--- src/rtl/fir_pkg.sv ---
// Shared types for the OOK pulse link: sample/template types and transmitter states.
package fir_pkg;
  localparam int unsigned TAPS_C = 9;
  localparam int unsigned SW_C   = 4;

  typedef logic [SW_C-1:0] sample_t;
  typedef sample_t [0:TAPS_C-1] shape_t;

  typedef enum logic [1:0] {
    S_IDLE,
    S_SEND,
    S_GAP
  } tx_state_e;
endpackage

--- src/rtl/ook_pulse_tx_if.sv ---
// Bit-queue and sample-bus signals of the OOK transmitter; master drives bits/strobe, slave is the transmitter.
interface ook_pulse_tx_if
  import fir_pkg::*;
#(
  parameter int unsigned TAPS = TAPS_C,
  parameter int unsigned SW   = SW_C
);
  logic [0:TAPS-1][SW-1:0] shape;
  logic                    bit_in;
  logic                    bit_valid;
  logic                    bit_ready;
  logic                    sample_en;
  logic [SW-1:0]           x_out;
  logic                    x_valid;
  logic                    sym_start;
  logic                    busy;

  modport master (
    output shape, bit_in, bit_valid, sample_en,
    input  bit_ready, x_out, x_valid, sym_start, busy
  );

  modport slave (
    input  shape, bit_in, bit_valid, sample_en,
    output bit_ready, x_out, x_valid, sym_start, busy
  );
endinterface

--- src/rtl/ook_bit_fifo.sv ---
// DEPTH x 1-bit synchronous FIFO with first-word fall-through read and async reset.
module ook_bit_fifo #(
  parameter int unsigned DEPTH = 4
) (
  input  logic clk,
  input  logic rst,
  input  logic push,
  input  logic din,
  input  logic pop,
  output logic dout,
  output logic full,
  output logic empty
);
  localparam int unsigned AW = $clog2(DEPTH);

  logic [DEPTH-1:0] mem;
  logic [AW-1:0]    wptr;
  logic [AW-1:0]    rptr;
  logic [AW:0]      count;
  logic             push_ok;
  logic             pop_ok;

  assign full    = (count == (AW+1)'(DEPTH));
  assign empty   = (count == '0);
  assign push_ok = push && !full;
  assign pop_ok  = pop && !empty;
  assign dout    = mem[rptr];

  always_ff @(posedge clk or posedge rst) begin
    if (rst) begin
      mem   <= '0;
      wptr  <= '0;
      rptr  <= '0;
      count <= '0;
    end else begin
      if (push_ok) begin
        mem[wptr] <= din;
        wptr      <= wptr + 1'b1;
      end
      if (pop_ok) begin
        rptr <= rptr + 1'b1;
      end
      unique case ({push_ok, pop_ok})
        2'b10:   count <= count + 1'b1;
        2'b01:   count <= count - 1'b1;
        default: count <= count;
      endcase
    end
  end
endmodule

--- src/rtl/ook_pulse_tx.sv ---
// OOK transmitter: one TAPS-sample symbol per queued bit, template sent time-reversed, optional zero gap.
module ook_pulse_tx
  import fir_pkg::*;
#(
  parameter int unsigned TAPS  = TAPS_C,
  parameter int unsigned SW    = SW_C,
  parameter int unsigned DEPTH = 4,
  parameter int unsigned GAP   = 0
) (
  input logic          clk,
  input logic          rst,
  ook_pulse_tx_if.slave bus
);
  localparam int unsigned IW = $clog2(TAPS);
  localparam int unsigned GW = (GAP > 1) ? $clog2(GAP) : 1;

  tx_state_e               state, state_d;
  logic [IW-1:0]           idx, idx_d, rev_idx;
  logic [GW-1:0]           gcnt, gcnt_d;
  logic [0:TAPS-1][SW-1:0] shadow, shadow_d;
  logic                    cur_bit, cur_bit_d;
  logic [SW-1:0]           x_d;
  logic                    x_valid_d;
  logic                    sym_start_d;
  logic                    start_sym;
  logic                    pop;
  logic                    fifo_dout;
  logic                    full;
  logic                    empty;

  ook_bit_fifo #(.DEPTH(DEPTH)) u_fifo (
    .clk   (clk),
    .rst   (rst),
    .push  (bus.bit_valid),
    .din   (bus.bit_in),
    .pop   (pop),
    .dout  (fifo_dout),
    .full  (full),
    .empty (empty)
  );

  assign bus.bit_ready = ~full;
  assign rev_idx       = IW'(TAPS - 1) - idx;

  // SEND with idx == 0 means a queued bit is waiting for the next strobe (back-to-back start).
  always_comb begin
    state_d     = state;
    idx_d       = idx;
    gcnt_d      = gcnt;
    shadow_d    = shadow;
    cur_bit_d   = cur_bit;
    x_d         = bus.x_out;
    x_valid_d   = 1'b0;
    sym_start_d = 1'b0;
    start_sym   = 1'b0;
    pop         = 1'b0;
    if (bus.sample_en) begin
      unique case (state)
        S_IDLE: begin
          if (!empty) start_sym = 1'b1;
          else        x_d       = '0;
        end
        S_SEND: begin
          if (idx == '0) begin
            start_sym = 1'b1;
          end else begin
            x_d       = cur_bit ? shadow[rev_idx] : '0;
            x_valid_d = 1'b1;
            if (idx == IW'(TAPS - 1)) begin
              idx_d = '0;
              if (GAP > 0) begin
                state_d = S_GAP;
                gcnt_d  = '0;
              end else begin
                state_d = empty ? S_IDLE : S_SEND;
              end
            end else begin
              idx_d = idx + 1'b1;
            end
          end
        end
        S_GAP: begin
          x_d       = '0;
          x_valid_d = 1'b1;
          if (gcnt == GW'(GAP - 1)) begin
            idx_d   = '0;
            state_d = empty ? S_IDLE : S_SEND;
          end else begin
            gcnt_d = gcnt + 1'b1;
          end
        end
        default: state_d = S_IDLE;
      endcase
    end
    if (start_sym) begin
      pop         = 1'b1;
      cur_bit_d   = fifo_dout;
      shadow_d    = bus.shape;
      x_d         = fifo_dout ? bus.shape[TAPS-1] : '0;
      x_valid_d   = 1'b1;
      sym_start_d = 1'b1;
      idx_d       = IW'(1);
      state_d     = S_SEND;
    end
  end

  always_ff @(posedge clk or posedge rst) begin
    if (rst) begin
      state         <= S_IDLE;
      idx           <= '0;
      gcnt          <= '0;
      shadow        <= '0;
      cur_bit       <= 1'b0;
      bus.x_out     <= '0;
      bus.x_valid   <= 1'b0;
      bus.sym_start <= 1'b0;
      bus.busy      <= 1'b0;
    end else begin
      state         <= state_d;
      idx           <= idx_d;
      gcnt          <= gcnt_d;
      shadow        <= shadow_d;
      cur_bit       <= cur_bit_d;
      bus.x_out     <= x_d;
      bus.x_valid   <= x_valid_d;
      bus.sym_start <= sym_start_d;
      bus.busy      <= (state_d != S_IDLE);
    end
  end
endmodule

--- src/flat_wrapper.sv ---
// flat-port wrapper written by rule: the top's interface ports become plain ports
module ook_pulse_tx_flat import fir_pkg::*;
#(
  parameter int unsigned TAPS  = TAPS_C,
  parameter int unsigned SW    = SW_C,
  parameter int unsigned DEPTH = 4,
  parameter int unsigned GAP   = 0
)
  (clk, rst, bus_shape, bus_bit_in, bus_bit_valid, bus_sample_en, bus_bit_ready, bus_x_out, bus_x_valid, bus_sym_start, bus_busy);
  ook_pulse_tx_if #(.TAPS(TAPS), .SW(SW)) bus_i ();
  input logic clk;
  input logic rst;
  input wire logic [$bits(bus_i.shape)-1:0] bus_shape;
  input wire logic [$bits(bus_i.bit_in)-1:0] bus_bit_in;
  input wire logic [$bits(bus_i.bit_valid)-1:0] bus_bit_valid;
  input wire logic [$bits(bus_i.sample_en)-1:0] bus_sample_en;
  output wire logic [$bits(bus_i.bit_ready)-1:0] bus_bit_ready;
  output wire logic [$bits(bus_i.x_out)-1:0] bus_x_out;
  output wire logic [$bits(bus_i.x_valid)-1:0] bus_x_valid;
  output wire logic [$bits(bus_i.sym_start)-1:0] bus_sym_start;
  output wire logic [$bits(bus_i.busy)-1:0] bus_busy;
  assign bus_i.shape = bus_shape;
  assign bus_i.bit_in = bus_bit_in;
  assign bus_i.bit_valid = bus_bit_valid;
  assign bus_i.sample_en = bus_sample_en;
  assign bus_bit_ready = bus_i.bit_ready;
  assign bus_x_out = bus_i.x_out;
  assign bus_x_valid = bus_i.x_valid;
  assign bus_sym_start = bus_i.sym_start;
  assign bus_busy = bus_i.busy;
  ook_pulse_tx #(.TAPS(TAPS), .SW(SW), .DEPTH(DEPTH), .GAP(GAP)) u_core (.clk(clk), .rst(rst), .bus(bus_i));
endmodule
--- config.mk ---
export PLATFORM = sky130hd
export DESIGN_NAME = ook_pulse_tx_flat
export DESIGN_NICKNAME = d
export VERILOG_FILES = /design/src/rtl/fir_pkg.sv /design/src/rtl/ook_pulse_tx_if.sv /design/src/rtl/ook_bit_fifo.sv /design/src/rtl/ook_pulse_tx.sv /design/src/flat_wrapper.sv
export SDC_FILE = /design/constraint.sdc
export NUM_CORES = 1
export LEC_CHECK = 0
export CORE_ASPECT_RATIO = 0.7
export CORE_MARGIN = 5
export CORE_UTILIZATION = 48
export CTS_BUF_LIST = sky130_fd_sc_hd__clkbuf_16
export CTS_CLUSTER_SIZE = 16
export DETAILED_ROUTE_END_ITERATION = 8
export DONT_BUFFER_PORTS = 1
export HOLD_SLACK_MARGIN = 0.03
export PLACE_DENSITY = 0.73
export SYNTH_ARGS = -nofsm -noshare
export SYNTH_HDL_FRONTEND = slang
export SYNTH_SLANG_ARGS = --single-unit
--- constraint.sdc ---
create_clock -name clk -period 8 [get_ports clk]
set_input_delay 1.6 -clock clk [delete_from_list [all_inputs] [get_ports clk]]
set_output_delay 1.6 -clock clk [all_outputs]
set_load 0.02 [all_outputs]
==> results.json <==
{
  "fin_setup_tns_ns": 0,
  "first_global_vias": 2414,
  "whs_endpoint": "u_core.shadow[23]",
  "end_kind": "register",
  "leakagePower_nw": 1.72,
  "critPathArrivalTime_ns": 3.46,
  "p_int_mw": 1.02,
  "maxCapViolations": 0,
  "hold_buffers": 0,
  "grt_pass1_wl_microns": 12100,
  "grt_max_degree": 63,
  "track_usage_pct": 18.5,
  "fmax_mhz": 311,
  "dpl_cell_area_sq_um": 3300,
  "synth_top_area_share_pct": 47.7,
  "final_cells": 426,
  "initial_core_util_pct": 48.8,
  "clock_latency_ns": 0.32,
  "num_vias": 2303,
  "final_layout_size_suffix_gt1_share_pct": 12.3,
  "fin_nets": 381,
  "combinationalPowerShare_pct": 37.9,
  "cp_max_fo": 15,
  "setup_ws_ns": 4.78,
  "ys_seq_elements": 62,
  "slew_viol_final": 0,
  "p_switching_uw": 618,
  "run_status": "completed",
  "seq_power_share_pct": 37.9,
  "die_y_microns": 78.9,
  "dpl_worst_slack_ns": 4.80,
  "hpwl_microns": 4910,
  "cts_resized": 0,
  "tightestPinTransition_ns": 0.782,
  "netlist_top_cells_area": "dfrtp_1, nand2_1, mux4_2",
  "cts_tree": "yes",
  "wl_per_cell_microns": 16.5,
  "dp.cells": 410,
  "hold_ws_ns": 0.471,
  "vias_per_cell": 5.41,
  "clkPwrFrac_pct": 24.2,
  "floorplan.die_area_sq_um": 8540,
  "antenna_found_initial": 0,
  "post_cts_buffers": 0,
  "yosysWarnings": 0,
  "port_buffers": 0,
  "ant_nets": 0,
  "critical_path_class": "reg -> reg",
  "synth-edff-count": 0,
  "min_path_type": "reg -> reg",
  "design_area_sq_um": 3610,
  "cts_sinks": 62,
  "r2r_start": "u_core.idx[0]",
  "r2r_slack_ns": 4.78,
  "ys.flop_type": "dfrtp_1",
  "grt-ovfl-total": 0,
  "powerDensity_nw_per_um2": 455,
  "start_kind": "register",
  "post-route-min-period_ns": 3.22,
  "maxSlewHeadroom_pct": 47.9,
  "vdd_drop_max_v": 0.000192,
  "io_pins": 49,
  "core-area_sq_um": 6660,
  "numCtsBuffers": 9,
  "syn_area_sq_um": 3250,
  "syn-instance-count": 330,
  "gp_congestion": 0.878,
  "layout_common_cells": "nand2_1, dfrtp_1, inv_1",
  "holdPathStages": 2,
  "hold_viol": 0,
  "routed_wl_microns": 7020,
  "netlist-cell-type-count": 45,
  "clock_path_buffers": 2,
  "required_ns": 8.24,
  "ctsRootBufferMaster": "clkbuf_16",
  "die-width_microns": 108,
  "rsz0062_at_grt": "false",
  "h-tree-depth": 3,
  "cts.clk_slew.worst_paths_ns": 0.05,
  "async_flop_share_pct": 100,
  "postSynthAreaPerCell_sq_um": 9.85,
  "p_sw_share_pct": 37.6,
  "syn_nets": 384,
  "yosysTopAreaCell": "dfrtp_1",
  "firstDrtPassIters": 5,
  "ys_seq_area_share_pct": 47.7,
  "synthToLayoutAreaGrowth_pct": 11.0,
  "timing.final.crit_share_pct": 40.2,
  "finalSetupViolations": 0,
  "row_count": 25,
  "drt_iter0_drc": 127,
  "drcViolationCount": 0,
  "reg2reg_to": "u_core.u_fifo.count[2]",
  "min_from": "u_core.shadow[23]",
  "skew_ns": 0.00532,
  "final_common_cell": "nand2_1",
  "r2r_cells": 11,
  "antenna_cells": 0
}
through the flow:
stage / util (%) / total power [mW]
6_report: 54.2 / 1.64
5_1_grt: 54.2 / 1.77
4_1_cts: 54.2 / 1.65
3_5_place_dp: 49.6 / 1.24
3_3_place_gp: 49.6 / 1.21
2_1_floorplan: - / 1.11
worst max-delay path: stages, from the launching register on:
cell and delay, ns:
dfrtp_1 0.63, inv_1 0.18, ha_1 0.50, and4bb_2 0.34
o21ai_2 0.07, nor2_1 0.23, ha_1 0.25, inv_1 0.07
fa_1 0.43, xor2_1 0.16, nor2_1 0.11, xor2_1 0.16
worst max-delay path by stage:
stage,start,endpoint,cells after the start
after floorplan,rst,u_core.bus.busy,1
after global placement,bus_sample_en,u_core.u_fifo.count[2],8
after detailed placement,u_core.idx[0],u_core.idx[3],9
after CTS,u_core.idx[0],u_core.u_fifo.count[2],11
after global routing,u_core.idx[0],u_core.idx[3],9
final,u_core.idx[0],u_core.u_fifo.count[2],11
synthesized netlist by cell type, types with 5 or more instances:
| cell type | n |
|---|---|
| nand2_1 | 122 |
| dfrtp_1 | 62 |
| clkbuf_1 | 7 |
| ha_1 | 12 |
| o21ai_0 | 13 |
| mux2_2 | 6 |
| nand2b_1 | 5 |
| a22oi_1 | 6 |
| inv_1 | 15 |
| buf_2 | 7 |
| nor2_1 | 9 |
| mux4_2 | 13 |
sequential cells by signal, summed over array words and instances, names as in the netlist, 2 cells and up:
signal and cells:
u_core.bus.x_out 4, u_core.u_fifo.count 3, u_core.idx 4, u_core.u_fifo.wptr 2, u_core.u_fifo.mem 4, u_core.state 2
u_core.shadow 36, u_core.u_fifo.rptr 2
power groups by stage:
stage	combinational, mW	clock, mW	sequential [mW]
floorplan	0.553	0	0.558
global placement	0.593	0	0.618
detailed placement	0.618	0	0.621
CTS	0.624	0.403	0.623
global route	0.707	0.416	0.644
finish	0.623	0.397	0.623
per-layer routing:
metal | wire length, microns | track usage [%] | vias up | share of wire [%]
met1 | 3440 | 26.8 | 1117 | 49
met2 | 3070 | 26.1 | 68 | 44
li1 | - | - | 1110 | -
met4 | 76 | 5.80 | 0 | 1.1
met5 | 0 | 0 | - | 0
met3 | 433 | 6.17 | 8 | 6.2
kinds of logic (layout without fill, tap and decap cells):
group	count (synthesis)	in the layout	synth area share [%]
adder cells (fa/ha/maj)	13	13	5.23
AND/OR/NAND/NOR	157	157	20.5
XOR/XNOR	7	7	1.89
flip-flops	62	62	47.7
buffers and inverters	32	34	4.31
AO/OA/AOI/OAI	40	40	9.28
multiplexers	19	19	11.1
area by class of cell:
type | instances | area (sq um)
Clock buffer | 9 | 225
Clock inverter | 7 | 80.1
Fill cell | 586 | 3050
Inverter | 16 | 60.1
Multi-Input combinational cell | 236 | 1560
Sequential cell | 62 | 1550
Tap cell | 94 | 118
Timing Repair Buffer | 2 | 15.0
No activity file was read; power rests on OpenSTA's default activity.
